File: src/rtl/layer_compositor.sv
// Video layer compositor: aligns NUM_LAYERS RGB layers that have different
// render latencies to one common point, then composites them according to a
// frame-latched mode. Sync and active-draw strobes are delayed to match.
module layer_compositor #(
    parameter int unsigned NUM_LAYERS = 2,
    parameter logic [8*NUM_LAYERS-1:0] LAYER_LATENCY = {8'd0, 8'd48},
    parameter int unsigned ALIGN_LATENCY = 48,
    localparam int unsigned SEL_W = (NUM_LAYERS > 1) ? $clog2(NUM_LAYERS) : 1
) (
    input  logic                     clk_in,
    input  logic                     rst_in,
    input  logic [24*NUM_LAYERS-1:0] rgb_in,
    input  logic                     hs_in,
    input  logic                     vs_in,
    input  logic                     ad_in,
    input  logic                     nf_in,
    input  logic [1:0]               mode_in,
    input  logic [SEL_W-1:0]         sel_in,
    input  logic [23:0]              key_in,
    input  logic [23:0]              bg_in,
    output logic [23:0]              rgb_out,
    output logic                     hs_out,
    output logic                     vs_out,
    output logic                     ad_out,
    output logic [1:0]               mode_out
);

    localparam int unsigned CTL_W = 4;
    localparam int unsigned HS_B  = 0;
    localparam int unsigned VS_B  = 1;
    localparam int unsigned AD_B  = 2;
    localparam int unsigned NF_B  = 3;

    if (NUM_LAYERS < 1 || NUM_LAYERS > 8) begin : g_bad_num
        $error("layer_compositor: NUM_LAYERS must be 1..8");
    end

    logic [23:0]      aligned_c [NUM_LAYERS];
    logic [CTL_W-1:0] ctl_c;
    logic [CTL_W-1:0] ctl_al_c;

    // Applied configuration (mode lives directly in mode_out)
    logic [SEL_W-1:0] cfg_sel;
    logic [23:0]      cfg_key;
    logic [23:0]      cfg_bg;

    assign ctl_c = {nf_in, ad_in, vs_in, hs_in};

    // Per-layer alignment delay; a layer already at the alignment point is a wire
    for (genvar i = 0; i < NUM_LAYERS; i++) begin : g_layer
        localparam int unsigned LAT = 32'(LAYER_LATENCY[8*i +: 8]);
        if (LAT > ALIGN_LATENCY) begin : g_bad_lat
            $error("layer_compositor: layer latency exceeds ALIGN_LATENCY");
        end else if (LAT == ALIGN_LATENCY) begin : g_wire
            assign aligned_c[i] = rgb_in[24*i +: 24];
        end else begin : g_dly
            localparam int unsigned D = ALIGN_LATENCY - LAT;
            logic [23:0] pipe [D];

            // Shift register of D stages, flushed on reset
            always_ff @(posedge clk_in) begin
                if (rst_in) begin
                    for (int k = 0; k < D; k++) pipe[k] <= '0;
                end else begin
                    pipe[0] <= rgb_in[24*i +: 24];
                    for (int k = 1; k < D; k++) pipe[k] <= pipe[k-1];
                end
            end

            assign aligned_c[i] = pipe[D-1];
        end
    end

    // Timing strobes travel the full alignment delay
    if (ALIGN_LATENCY == 0) begin : g_ctl_wire
        assign ctl_al_c = ctl_c;
    end else begin : g_ctl_dly
        logic [CTL_W-1:0] ctl_pipe [ALIGN_LATENCY];

        // Strobe shift register, flushed on reset
        always_ff @(posedge clk_in) begin
            if (rst_in) begin
                for (int k = 0; k < ALIGN_LATENCY; k++) ctl_pipe[k] <= '0;
            end else begin
                ctl_pipe[0] <= ctl_c;
                for (int k = 1; k < ALIGN_LATENCY; k++) ctl_pipe[k] <= ctl_pipe[k-1];
            end
        end

        assign ctl_al_c = ctl_pipe[ALIGN_LATENCY-1];
    end

    // Config is captured only on the aligned new-frame pulse to avoid tearing
    always_ff @(posedge clk_in) begin
        if (rst_in) begin
            mode_out <= 2'd0;
            cfg_sel  <= '0;
            cfg_key  <= '0;
            cfg_bg   <= '0;
        end else if (ctl_al_c[NF_B]) begin
            mode_out <= mode_in;
            cfg_sel  <= sel_in;
            cfg_key  <= key_in;
            cfg_bg   <= bg_in;
        end
    end

    logic [23:0] sel_pix_c;
    logic [23:0] key_pix_c;
    logic [23:0] blend_pix_c;
    logic [23:0] pix_c;

    // Mode 0: pick the selected layer; an out-of-range select shows background
    always_comb begin
        sel_pix_c = cfg_bg;
        for (int i = 0; i < NUM_LAYERS; i++) begin
            if (cfg_sel == SEL_W'(i)) sel_pix_c = aligned_c[i];
        end
    end

    // Mode 1: lowest-numbered non-key layer wins; scan downward so it lands last
    always_comb begin
        key_pix_c = cfg_bg;
        for (int i = int'(NUM_LAYERS) - 1; i >= 0; i--) begin
            if (aligned_c[i] != cfg_key) key_pix_c = aligned_c[i];
        end
    end

    // Mode 2: per-channel floor average of layers 0 and 1
    if (NUM_LAYERS > 1) begin : g_blend
        function automatic logic [7:0] avg8(input logic [7:0] a, input logic [7:0] b);
            return 8'((9'(a) + 9'(b)) >> 1);
        endfunction

        assign blend_pix_c = {avg8(aligned_c[0][23:16], aligned_c[1][23:16]),
                              avg8(aligned_c[0][15:8],  aligned_c[1][15:8]),
                              avg8(aligned_c[0][7:0],   aligned_c[1][7:0])};
    end else begin : g_no_blend
        assign blend_pix_c = sel_pix_c;
    end

    // Final pixel mux with blanking override
    always_comb begin
        pix_c = cfg_bg;
        case (mode_out)
            2'd0:    pix_c = sel_pix_c;
            2'd1:    pix_c = key_pix_c;
            2'd2:    pix_c = blend_pix_c;
            default: pix_c = cfg_bg;
        endcase
        if (!ctl_al_c[AD_B]) pix_c = 24'h0;
    end

    // Compose output register
    always_ff @(posedge clk_in) begin
        if (rst_in) begin
            rgb_out <= '0;
            hs_out  <= 1'b0;
            vs_out  <= 1'b0;
            ad_out  <= 1'b0;
        end else begin
            rgb_out <= pix_c;
            hs_out  <= ctl_al_c[HS_B];
            vs_out  <= ctl_al_c[VS_B];
            ad_out  <= ctl_al_c[AD_B];
        end
    end

endmodule

File: config.mk
export PLATFORM = sky130hd
export DESIGN_NAME = layer_compositor
export DESIGN_NICKNAME = d
export VERILOG_FILES = /design/src/rtl/layer_compositor.sv
export SDC_FILE = /design/constraint.sdc
export NUM_CORES = 2
export LEC_CHECK = 0
export CAP_MARGIN = 15
export CORE_UTILIZATION = 30
export DETAILED_ROUTE_END_ITERATION = 7
export GPL_TIMING_DRIVEN = 0
export MAX_ROUTING_LAYER = met4
export PLACE_DENSITY = 0.51
export SLEW_MARGIN = 20
export SYNTH_ARGS = -nofsm -noshare
export SYNTH_HDL_FRONTEND = slang
export SYNTH_SLANG_ARGS = --single-unit
File: constraint.sdc
create_clock -name clk_in -period 3.55 [get_ports clk_in]
set_input_delay 0.355 -clock clk_in [delete_from_list [all_inputs] [get_ports clk_in]]
set_output_delay 0.355 -clock clk_in [all_outputs]
set_load 0.005 [all_outputs]
==> qor.txt <==
DR vias/cell: 3.859
hold-critical path depth: 2
Worst Path Required: 4.11 ns
Synth Cell Area: 41110 µm²
Synth async-reset ratio: 0
vias in the first global route: 21380
Max IR drop VDD: 0.4341 mV
hold_buf cts: 0
crit path kind: reg2reg
DIE AREA: 138500 µm²
htree depth: 4
clock-pin slew on the worst setup and hold paths: 0.06 ns
hold_sp: rgb_in[42]
clock root buffer master: clkbuf_16
Hold Fails Final Rpt: 0
Pleak: 18.74 nW
CTS tree: built
worst-margin pin slew: 0.9991 ns
per-cell routed wire length: 13.33 µm
placed cell area: 44670 µm²
#FFs+latches synth: 1422
Setup Viol. Count Final: 0
largest net degree at the start of global routing: 17
# DRC: 0
syn_area_per_cell: 11.94 µm²
PD cells: 634.5 nW/µm²
dpl ws: 0.06831 ns
Unique masters post-synth: 50
area occupied by multi-input gates: 11890 µm²
warnings from Yosys: 0
worst hold slack: 0.1536 ns
Congestion Overflow GR: 0
Max-cap violations: 0
crit path capture type: flop
Skew-Pair Late Insertion Delay: 0.75 ns
Worst R2R Start: g_layer[1].g_dly.pipe[2][373]$_SDFF_PP0_
Fill cells: 13330
Switching Power: 6.523 mW
DRT iter0 DRCs: 719
sequential-to-total area share from yosys stat: 0.6925
Post-CTS Setup Bufs: 0
Routed Antenna Nets: 0
first-pass GRT wire length: 118.1 mm
Slew Limit Fails: 0
most frequent cells in the layout: 1422 x dfxtp_1, 1349 x nor2b_1, 198 x clkbuf_1
Worst Reg2Reg Path Length in Cells: 7
Most used DFF post-synth: dfxtp_1
XOR/XNOR Fraction of Synth Area: 0.01278
area of the core: 135600 µm²
Comb power frac: 0.018
DP HPWL: 51.84 mm
GRT Overall Usage: 0.1140
Post-synth EDFFs: 0
Flop pwr share: 0.511
RR Endpoint: rgb_out[21]$_SDFF_PP0_
crit path launch: g_layer[1].g_dly.pipe[2][373]$_SDFF_PP0_
final period utilization: 0.8363
PortBufs: 133
overall die width: 372.2 µm
row count: 135
Area Growth Syn to Fin: 20.21%
nets@finish: 3851
compound-cell area share of the yosys netlist: 0.01860
Non-Filler Instances: 5614
Worst EP arrival: 3.53 ns
layout cells sized above 1: 0.06576
drt pass-1 iters: 5
post_cts resized: 0
most common cell after layout, fill and taps aside: dfxtp_1
CTS buffer count: 143
Hold/Removal Path Class: in2reg
WHS Endpoint: g_layer[1].g_dly.pipe[0][18]$_SDFF_PP0_
Clock power frac: 0.471
initial antenna violation count: 1
Setup WS post-layout: 0.5812 ns
register area: 28470 µm²
Clock Sinks: 1422
mux share of post-synthesis cell area: 0.02675
total power: 31.35 mW
reg-to-reg setup timing slack: 0.58 ns
post-route design area: 49410 µm²
routed via count: 21660
Initial Utilization: 0.3031
Syn Inst Count: 3444
switching share of power: 0.2080
largest family of logic cells by synthesized area: simple AND/OR/NAND/NOR gates
I/O pin total: 134
DP Cell Count: 5358
Die H: 372.2 µm
unrepaired setup endpoints after global routing: no
CP max FO: 10
outcome: finished, final reports clean
Final min period: 2.969 ns
global placement routability congestion: 0.9064
Core Util, Final: 0.3643
startpoint types: flop
Synth Area in Adders: 0.007853
final wirelength: 74.83 mm
setup TNS: 0 ns
Peak Freq: 336.8 MHz
Simple-Gate Fraction of Synth Area: 0.2232
internal power: 24.83 mW
Synth Net Count: 3573
clock tree buffer depth: 3
Slew HR: 0.3339
Final Skew: 0.02638 ns
[how the worst max path moves through the flow]
stage	endpoint	slack, ns	depth (start not counted)
3_5_place_dp	cfg_bg[16]$_SDFFE_PP0P_	0.07	6
4_1_cts	rgb_out[21]$_SDFF_PP0_	0.60	7
6_report	rgb_out[21]$_SDFF_PP0_	0.58	7
2_1_floorplan	rgb_out[23]$_SDFF_PP0_	1.24	9
3_3_place_gp	cfg_bg[8]$_SDFFE_PP0P_	-0.93	6
5_1_grt	rgb_out[21]$_SDFF_PP0_	0.52	7
[flip-flops by register name, indices dropped and copies added, names as in the netlist]
register	cells
ad_out	1
vs_out	1
cfg_key	24
rgb_out	24
hs_out	1
cfg_bg	24
cfg_sel	1
mode_out	2
g_ctl_dly.ctl_pipe	192
g_layer.g_dly.pipe	1152
[cells by family after synthesis]
| kind of cell | Yosys count |
|---|---|
| AND/OR/NAND/NOR | 1514 |
| flip-flops | 1422 |
| buffers and inverters | 194 |
| AO/OA/AOI/OAI | 122 |
| multiplexers | 108 |
| XOR/XNOR | 60 |
| adder cells (fa/ha/maj) | 24 |
[final cells by class]
| cell class | instances | share of cell area |
|---|---|---|
| sequential | 1422 | 0.5761 |
| multi-input combinational | 1828 | 0.2406 |
| clock buffer | 210 | 0.08460 |
| tap | 1781 | 0.04510 |
| timing repair buffer | 133 | 0.02694 |
| buffer | 186 | 0.01466 |
| clock inverter | 45 | 0.01139 |
| inverter | 8 | 0.0006077 |
| antenna | 1 | 0.00005064 |
[worst max-delay path, stage by stage (launching register included)]
cell and delay [ns]:
dfxtp_1 0.66, xnor2_1 0.18, nand4_1 0.12, nor4_2 0.42
nand3_2 0.39, buf_6 0.30, mux2i_1 0.13, o311ai_0 0.58
[Yosys cell counts, types with 3 or more instances]
library cell | number | area (µm²)
a211oi_1 | 4 | 30.03
nor2_1 | 85 | 319.1
o311ai_0 | 3 | 26.28
dfxtp_1 | 1422 | 28470
inv_1 | 8 | 30.03
xnor2_1 | 49 | 429.2
o2111ai_1 | 3 | 26.28
o21ai_0 | 37 | 185.2
a21oi_1 | 25 | 125.1
a21o_1 | 7 | 52.55
o221ai_1 | 3 | 26.28
nor4_1 | 3 | 18.77
fa_1 | 3 | 60.06
xor2_1 | 11 | 96.34
o22ai_1 | 15 | 93.84
ha_1 | 21 | 262.8
mux2i_1 | 93 | 930.9
nand3_1 | 6 | 30.03
nand2_1 | 34 | 127.6
mux2_2 | 15 | 168.9
nand2b_1 | 7 | 43.79
nand4_1 | 10 | 62.56
nor2b_1 | 1349 | 8439
o211ai_1 | 3 | 22.52
clkbuf_1 | 168 | 630.6
nor3_1 | 9 | 45.04
o31ai_1 | 3 | 22.52
buf_2 | 4 | 20.02
a211o_1 | 7 | 61.31
buf_1 | 11 | 41.29
a31oi_1 | 3 | 18.77
[power by group through the flow]
stage | registers (mW) | clock network (mW) | logic, mW
6_report | 16.0 | 14.8 | 0.580
5_1_grt | 16.0 | 16.0 | 0.649
4_1_cts | 16.0 | 15.3 | 0.599
3_5_place_dp | 16.4 | 0 | 0.596
3_3_place_gp | 16.4 | 0 | 0.596
2_1_floorplan | 16.4 | 0 | 0.308
[layer usage]
layer / vias to the layer above / wire length, µm / track usage
met5: - / 0 / -
met4: 0 / 3108 / 0.05493
met3: 182 / 3646 / 0.02716
met2: 415 / 36190 / 0.1912
met1: 9836 / 31880 / 0.1267
li1: 11230 / - / -
No activity file was read; power rests on OpenSTA's default activity.
